## src/rtl/sar_adc_pkg.sv

```systemverilog
// Shared definitions for the SAR ADC scan sequencer: FSM state encoding,
// mux-select width helper and reset constants.
// Imported by sar_adc_seq and its sub-module.
package sar_adc_pkg;

  // NEXT_CH is part of the encoding, but the channel hop is folded into the
  // bit-0 decision cycle of BIT, so the FSM never dwells in it.
  typedef enum logic [1:0] {
    IDLE       = 2'd0,
    MUX_SETTLE = 2'd1,
    BIT        = 2'd2,
    NEXT_CH    = 2'd3
  } sar_state_t;

  // Mux select width: at least one bit, even for a single channel.
  function automatic int ch_w(input int num_ch);
    return (num_ch > 1) ? $clog2(num_ch) : 1;
  endfunction

  localparam sar_state_t RST_STATE = IDLE;
  localparam logic       RST_FLAG  = 1'b0;

endpackage

```

## src/rtl/sar_ch_pick.sv

```systemverilog
// Next-enabled-channel search: finds the lowest set bit of mask strictly
// above cur (or at/above cur when incl is set). Purely combinational.
// Ports: mask/cur/incl in; found (any candidate) and next_ch out.
module sar_ch_pick #(
  parameter int NUM_CH = 4,
  parameter int CH_W   = 2
) (
  input  logic [NUM_CH-1:0] mask,
  input  logic [CH_W-1:0]   cur,
  input  logic              incl,
  output logic              found,
  output logic [CH_W-1:0]   next_ch
);

  // Scan from the top down so the last hit, i.e. the lowest qualifying
  // channel, wins.
  always_comb begin
    found   = 1'b0;
    next_ch = '0;
    for (int i = NUM_CH - 1; i >= 0; i--) begin
      if (mask[i] && ((i > int'(cur)) || (incl && (i == int'(cur))))) begin
        found   = 1'b1;
        next_ch = CH_W'(i);
      end
    end
  end

endmodule

```

## src/rtl/sar_adc_seq.sv

```systemverilog
// Multi-channel SAR ADC scan sequencer: settles the mux, runs a binary search
// on the DAC per enabled channel, and reports one result per channel.
// Optional build macro SAR_AVG_EN: average 2^AVG_LOG2 conversions per channel.
// Ports: clk/rst; start + ch_mask request a scan; compares from comparator;
// dac_code/ch_sel drive the analog side; busy, result_valid/result/result_ch.
module sar_adc_seq
  import sar_adc_pkg::*;
#(
  parameter int WIDTH         = 8,
  parameter int NUM_CH        = 4,
  parameter int SETTLE_CYCLES = 1,
  parameter int AVG_LOG2      = 2,
  localparam int CH_W         = ch_w(NUM_CH)
) (
  input  logic              clk,
  input  logic              rst,
  input  logic              start,
  input  logic [NUM_CH-1:0] ch_mask,
  input  logic              compares,
  output logic [WIDTH-1:0]  dac_code,
  output logic [CH_W-1:0]   ch_sel,
  output logic              busy,
  output logic              result_valid,
  output logic [WIDTH-1:0]  result,
  output logic [CH_W-1:0]   result_ch
);

  localparam int CNT_W = $clog2(SETTLE_CYCLES + 1) + 1;
  localparam int BI_W  = $clog2(WIDTH);

  if (WIDTH < 2 || WIDTH > 16 || NUM_CH < 1 || NUM_CH > 16 ||
      SETTLE_CYCLES < 1 || AVG_LOG2 < 0) begin : g_bad_param
    $error("sar_adc_seq: parameter out of range");
  end

  sar_state_t        state_q, state_nxt;
  logic [NUM_CH-1:0] mask_q, mask_nxt;
  logic [CNT_W-1:0]  cnt_q, cnt_nxt;
  logic [BI_W-1:0]   bit_idx_q, bit_idx_nxt;
  logic [WIDTH-1:0]  acc_q, acc_nxt;
  logic [CH_W-1:0]   ch_sel_nxt;
  logic              valid_nxt;
  logic [WIDTH-1:0]  result_nxt;
  logic [CH_W-1:0]   result_ch_nxt;
  logic [WIDTH-1:0]  trial, decided, fin_code;
  logic              last_samp;

`ifdef SAR_AVG_EN
  localparam int SMP_W = (AVG_LOG2 > 0) ? AVG_LOG2 : 1;
  localparam logic [SMP_W-1:0] SAMP_LAST = SMP_W'((1 << AVG_LOG2) - 1);
  logic [WIDTH+AVG_LOG2-1:0] sum_q, sum_nxt, sum_total;
  logic [SMP_W-1:0]          samp_q, samp_nxt;
`endif

  // In IDLE the search looks at the incoming mask from channel 0 inclusive;
  // during a scan it looks strictly above the current channel in the latched mask.
  logic [NUM_CH-1:0] pick_mask;
  logic [CH_W-1:0]   pick_cur;
  logic              pick_found;
  logic [CH_W-1:0]   pick_next;

  assign pick_mask = (state_q == IDLE) ? ch_mask : mask_q;
  assign pick_cur  = (state_q == IDLE) ? '0 : ch_sel;

  sar_ch_pick #(.NUM_CH(NUM_CH), .CH_W(CH_W)) u_pick (
    .mask    (pick_mask),
    .cur     (pick_cur),
    .incl    (state_q == IDLE),
    .found   (pick_found),
    .next_ch (pick_next)
  );

  assign trial   = acc_q | (WIDTH'(1) << bit_idx_q);
  assign decided = compares ? trial : acc_q;
  assign busy    = (state_q != IDLE);

`ifdef SAR_AVG_EN
  assign sum_total = sum_q + (WIDTH + AVG_LOG2)'(decided);
  assign fin_code  = WIDTH'(sum_total >> AVG_LOG2);
  assign last_samp = (samp_q == SAMP_LAST);
`else
  assign fin_code  = decided;
  assign last_samp = 1'b1;
`endif

  always_comb begin
    state_nxt     = state_q;
    mask_nxt      = mask_q;
    cnt_nxt       = cnt_q;
    bit_idx_nxt   = bit_idx_q;
    acc_nxt       = acc_q;
    ch_sel_nxt    = ch_sel;
    valid_nxt     = 1'b0;
    result_nxt    = result;
    result_ch_nxt = result_ch;
    dac_code      = '0;
`ifdef SAR_AVG_EN
    sum_nxt       = sum_q;
    samp_nxt      = samp_q;
`endif
    case (state_q)
      IDLE: begin
        if (start && pick_found) begin
          mask_nxt   = ch_mask;
          ch_sel_nxt = pick_next;
          cnt_nxt    = '0;
          acc_nxt    = '0;
          state_nxt  = MUX_SETTLE;
`ifdef SAR_AVG_EN
          sum_nxt    = '0;
          samp_nxt   = '0;
`endif
        end
      end
      MUX_SETTLE: begin
        if (cnt_q == CNT_W'(SETTLE_CYCLES - 1)) begin
          cnt_nxt     = '0;
          acc_nxt     = '0;
          bit_idx_nxt = BI_W'(WIDTH - 1);
          state_nxt   = BIT;
        end else begin
          cnt_nxt = cnt_q + 1'b1;
        end
      end
      BIT: begin
        dac_code = trial;
        if (cnt_q != CNT_W'(SETTLE_CYCLES)) begin
          cnt_nxt = cnt_q + 1'b1;
        end else begin
          cnt_nxt = '0;
          if (bit_idx_q != '0) begin
            acc_nxt     = decided;
            bit_idx_nxt = bit_idx_q - 1'b1;
          end else if (!last_samp) begin
            // Back-to-back sample on the same channel: mux is already settled.
            acc_nxt     = '0;
            bit_idx_nxt = BI_W'(WIDTH - 1);
`ifdef SAR_AVG_EN
            sum_nxt     = sum_total;
            samp_nxt    = samp_q + 1'b1;
`endif
          end else begin
            valid_nxt     = 1'b1;
            result_nxt    = fin_code;
            result_ch_nxt = ch_sel;
            acc_nxt       = '0;
`ifdef SAR_AVG_EN
            sum_nxt       = '0;
            samp_nxt      = '0;
`endif
            if (pick_found) begin
              ch_sel_nxt = pick_next;
              state_nxt  = MUX_SETTLE;
            end else begin
              mask_nxt  = '0;
              state_nxt = IDLE;
            end
          end
        end
      end
      default: state_nxt = IDLE;
    endcase
  end

  always_ff @(posedge clk or posedge rst) begin
    if (rst) begin
      state_q      <= RST_STATE;
      mask_q       <= '0;
      cnt_q        <= '0;
      bit_idx_q    <= '0;
      acc_q        <= '0;
      ch_sel       <= '0;
      result_valid <= RST_FLAG;
      result       <= '0;
      result_ch    <= '0;
`ifdef SAR_AVG_EN
      sum_q        <= '0;
      samp_q       <= '0;
`endif
    end else begin
      state_q      <= state_nxt;
      mask_q       <= mask_nxt;
      cnt_q        <= cnt_nxt;
      bit_idx_q    <= bit_idx_nxt;
      acc_q        <= acc_nxt;
      ch_sel       <= ch_sel_nxt;
      result_valid <= valid_nxt;
      result       <= result_nxt;
      result_ch    <= result_ch_nxt;
`ifdef SAR_AVG_EN
      sum_q        <= sum_nxt;
      samp_q       <= samp_nxt;
`endif
    end
  end

endmodule

```

## config.mk

```make
export PLATFORM = sky130hd
export DESIGN_NAME = sar_adc_seq
export DESIGN_NICKNAME = d
export VERILOG_FILES = /design/src/rtl/sar_adc_pkg.sv /design/src/rtl/sar_ch_pick.sv /design/src/rtl/sar_adc_seq.sv
export SDC_FILE = /design/constraint.sdc
export NUM_CORES = 1
export LEC_CHECK = 0
export CORE_ASPECT_RATIO = 2
export CORE_MARGIN = 1
export CORE_UTILIZATION = 48
export DETAILED_ROUTE_END_ITERATION = 8
export PLACE_DENSITY = 0.73
export SYNTH_ARGS = -nofsm -noshare
export SYNTH_HDL_FRONTEND = slang
export SYNTH_SLANG_ARGS = --single-unit
```

## constraint.sdc

```tcl
create_clock -name clk -period 2.25 [get_ports clk]
set_clock_uncertainty 0.2 [all_clocks]
set_input_delay 0.45 -clock clk [delete_from_list [all_inputs] [get_ports clk]]
set_output_delay 0.45 -clock clk [all_outputs]
set_load 0.05 [all_outputs]
```

# --- After elaboration in Yosys (flattened, before gate mapping) ---
# Index checks and enable logic that the tools add are counted.
word_totals:
  ff_bits: 32
  input_bits: 8
  elab_cells: 102
classes:
  n_addsub: 2
  n_lt_le_gt_ge: 3
  n_eq_ne: 13
  shift: 1
  mux: 44
  n_bitwise: 3
  n_reduce_logical: 27
op_table:
  columns: ["operator", "n"]
  rows:
  - ["8-bit two-way mux", 6]
  - ["2-bit two-way mux", 16]
  - ["8-bit one-hot mux with 3 select lines", 1]
  - ["4-bit two-way mux", 5]
  - ["2-bit != test, second input constant", 7]
  - ["2-bit one-hot mux with 3 select lines", 2]
  - ["4-bit AND reduction", 3]
  - ["5-bit AND reduction", 2]
  - ["1-bit logical AND", 9]
  - ["3-bit two-way mux", 3]
  - ["1-bit two-way mux", 8]
  - ["8-bit OR", 1]
  - ["4-bit one-hot mux with 2 select lines", 1]
  - ["1-bit by 3-bit << shifter with 8-bit output, first input constant", 1]
  - ["2-bit logical NOT", 3]
  - ["3-bit one-hot mux with 2 select lines", 1]
  - ["2-bit nonzero test", 3]
  - ["3-bit nonzero test", 2]
  - ["2-bit == test, first input constant", 2]
  - ["2-bit > comparator, first input constant", 2]
  - ["2-bit one-hot mux with 2 select lines", 1]
  - ["1-bit logical OR", 3]
  - ["3-bit AND reduction", 1]
  - ["3-bit by 1-bit subtractor with 3-bit output, second input constant", 1]
  - ["8 further kinds", 9]

# --- Logic depth before layout (Yosys ltp) ---
depth:
  word_depth: 14
  mapped_depth: 9

# --- Hierarchy ---
# A second synthesis with hierarchy kept.
hier_totals:
  hier_cells: 193
  hier_area_um2: 1896.8
by_module_without_submodules:
  columns: ["mod", "instances", "cells_each", "area_each_um2", "seq_area_each_um2"]
  rows:
  - ["sar_adc_seq", 1, 178, 1790.5, 800.8]
  - ["sar_ch_pick", 1, 15, 106.4, 0.0]

# --- Worst setup path after synthesis ---
# No wires, ideal clock.
synth_path:
  kind: "reg-to-output"
  startpoint: "reg state_q[0]"
  endpoint: "out dac_code[1]"
  t_arrival_ns: 1.796
  setup_slack_ns: -0.196
  stages_incl_launch_ff: 6
  path_cell_list: "dfrtp_1 > inv_1 > ha_1 > inv_1 > clkbuf_1 > a21oi_1"
synth_via:
  elab_chain_cells: 2
synth_lines:
  columns: ["item", "line_no", "text"]
  rows:
  - ["start, declared", "sar_adc_seq.sv:36", "sar_state_t state_q, state_nxt;"]
  - ["start signal, assigned", "sar_adc_seq.sv:181", "state_q <= state_nxt;"]
  - ["2-bit == test", "sar_adc_seq.sv:101", "case (state_q)"]
  - ["8-bit two-way mux", "sar_adc_seq.sv:101", null]
  - ["end, declared", "sar_adc_seq.sv:20", "output logic [WIDTH-1:0] dac_code,"]
# No other way between the ends.

# --- Final worst setup path ---
layout_path:
  startpoint: "reg state_q[0]"
  endpoint: "out dac_code[7]"
# The elaborated chain is that of the path after synthesis.

==> results.json <==
{
  "leakagePower_nw": 1.168,
  "nets": 273,
  "netlist.area_leader.share_pct": 41.36,
  "synth.most_common_cell": "dfrtp_1",
  "async_reset_ff_share_pct": 100.0,
  "synth-seq-cells": 31,
  "period_share_pct": 98.67,
  "path_buf_inv": 4,
  "io-pin-count": 30,
  "cp_cell_sequence": "inv_1, ha_2, inv_1, buf_4, nor2_2, buf_12",
  "cellPowerDensity_nw_per_um2": 1396,
  "postRouteAntennaNets": 0,
  "hold_violations": 0,
  "critPathSlowestCell": "dfrtp_1",
  "cts_inserted_buffers": 5,
  "drt_wl_total_um": 4475,
  "synth-edff-count": 0,
  "rsz0062_at_grt": "yes",
  "first_iter_violations": 34,
  "clock-root-buffer": "clkbuf_8",
  "dp.cells": 292,
  "synth_top_cells_by_area": "dfrtp_1 41%, ha_1 8.7%, a21oi_1 5.6%",
  "cap_viol_max_count": 0,
  "hpwl_um": 3305,
  "via_per_inst": 5.507,
  "critPathLaunchType": "flop",
  "grt_pass1_vias": 1612,
  "first_pass_iters": 4,
  "synth_commonest_cells": "31 x dfrtp_1, 21 x a21oi_1, 19 x inv_1",
  "grt-ovfl-total": 0,
  "die_x_um": 46.20,
  "slew_violations": 0,
  "gp_congestion": 0.8044,
  "synth_ff_type": "dfrtp_1",
  "syn_area_per_cell_um2": 9.425,
  "fp-row-count": 31,
  "layout-drive-gt1-share_pct": 28.85,
  "yosysTopAreaCell": "dfrtp_1",
  "h-tree-depth": 2,
  "pre_cts_slack_ns": -0.1459,
  "worst_hold_path_type": "reg2reg",
  "ir_worst_vdd_v": 0.001030,
  "initial_core_util_pct": 50.90,
  "wire_per_inst_um": 14.82,
  "yosysUniqueCellTypes": 41,
  "max_freq_ghz": 0.4504,
  "worst_slack_ns": 0.02991,
  "synth_nets": 220,
  "synth-seq-area-share_pct": 41.36,
  "drc": 0,
  "crit_fanout": 7,
  "num-fill-cells": 278,
  "die_h_um": 90.40,
  "final_cell_count_no_fill": 302,
  "cp_slowest_stage_delay_ns": 0.40,
  "endpoint_kind": "output port",
  "cts_tree": "done",
  "syn_area_um2": 1876,
  "num_antenna_cells": 0,
  "antenna_found_initial": 0,
  "ys.warnings.count": 0,
  "cts_sinks": 31,
  "track_usage_pct": 24.09,
  "maxSlewHeadroom_pct": 66.75,
  "cpMostUsedCell": "inv_1",
  "cts-hold-fix-buffers": 0,
  "die-area_um2": 4176,
  "critPathTopFamily": "buffers and inverters",
  "period_minus_slack_ns": 2.220,
  "synthCells": 199,
  "vias": 1663,
  "crit_type": "reg2out",
  "setup_viol": 0,
  "clk_pin_slew_ns": 0.07,
  "grt_pass1_wl_um": 7431,
  "area_growth_pct": 39.89,
  "cp.arrival_ns": 1.57,
  "core_um2": 3685,
  "tightest_slew_ns": 0.4972,
  "status": "complete, no violations",
  "port_buffers": 29,
  "grt_max_degree": 32,
  "clk_latency_ns": 0.29,
  "cp.required_ns": 1.60,
  "clockBufferDepth": 2
}
-- report_power, final --
| group | internal, mW | switching [mW] |
|---|---|---|
| registers | 0.698 | 0.126 |
| logic | 0.987 | 1.27 |
| clock network | 0.358 | 0.221 |
| total | 2.04 | 1.62 |
-- layer usage --
layer / vias up / wire length, um / track usage [%]
li1: 808 / - / -
met4: 0 / 78 / 9.559
met1: 821 / 1677 / 25.58
met3: 6 / 89 / 3.000
met5: - / 0 / 0
met2: 28 / 2630 / 43.90
-- sequential cells by signal (all words and copies together), names as in the netlist --
name          cells
acc_q             8
result_ch         2
bit_idx_q         3
mask_q            3
state_q           2
cnt_q             2
result_valid      1
result            8
ch_sel            2
-- cell type report --
class / instances / area [um^2] / share of cell area [%]
inverter: 20 / 75.07 / 2.861
clock buffer: 6 / 82.58 / 3.147
timing repair buffer: 55 / 570.5 / 21.75
sequential: 31 / 775.7 / 29.57
tap: 49 / 61.31 / 2.337
multi-input combinational: 139 / 1023 / 39.01
clock inverter: 2 / 35.03 / 1.335
-- worst min-delay path, cell delays in order (launching register included) --
cell and delay, ns:
dfrtp_1 0.34, nand2_1 0.04, o21ai_0 0.06
-- per-stage QoR --
step / instance area, um^2 / util, % / total power [mW] / hold WS (ns) / TNS [ns]
6_report: 2624 / 71.21 / 3.662 / 0.2832 / 0
5_1_grt: 2624 / 71.21 / 3.910 / 0.3060 / -0.1254
4_1_cts: 2577 / 69.95 / 3.597 / 0.2876 / -0.07706
3_5_place_dp: 2441 / 66.25 / 2.988 / 0.2709 / -0.5850
3_3_place_gp: 2441 / 66.25 / 2.958 / 0.2604 / -0.3382
2_1_floorplan: 1876 / - / 2.227 / 0.2576 / -1.060
-- path summary, 6_finish.rpt --
check                      cells after the start            to  slack, ns  startpoint
setup reg to reg                               7     ch_sel[0]       0.09  state_q[0]
hold / removal                                 2     result[2]       0.28   result[2]
setup / recovery                               6   dac_code[7]       0.03  state_q[0]
max in group asynchronous                      3  bit_idx_q[0]       1.20         rst
min in group asynchronous                      3  result_valid       0.34         rst
hold reg to reg                                2     result[2]       0.28   result[2]
-- cells in the final DEF (no fill, tap or decap), drive strengths merged --
cell           netlist  layout
nand2               17      17
nor2b                4       4
a22oi                4       4
o2bb2ai              1       1
a22o                 5       5
and3                 2       2
buf                  5      37
or2                  1       1
o221ai               3       3
a32o                 2       2
a31oi                2       2
a2bb2oi              1       1
clkbuf               4       6
and2                 2       2
bufinv               0       1
ha                  13      13
mux2i                2       2
nor4b                1       1
inv                 20      20
a21o                 1       1
clkdlybuf4s50        0      18
nand2b               7       7
o21ai               16      16
o211ai               4       4
clkinv               0       1
mux2                 4       4
nand3                4       4
o2111ai              5       5
o211a                2       2
a21oi               23      23
xor2                 1       1
nor2                11      11
nand4                1       1
dfrtp               31      31
-- cells by family after synthesis --
family	Yosys count	share of synthesized area, %
flops	31	41.36
buf+inv	29	6.737
xor+xnor	1	0.4671
mux	6	3.469
fa+ha+maj	13	8.673
compound gates	69	26.02
simple gates	50	13.28
-- repair_timing --
item / 4_1_cts / 5_1_grt
setup buffers: 0 / 2
gates resized for setup: 6 / 11
setup endpoints to repair: 9 / 26
gates cloned: 0 / 0
Note: power is estimated with default switching activity, not from simulation.
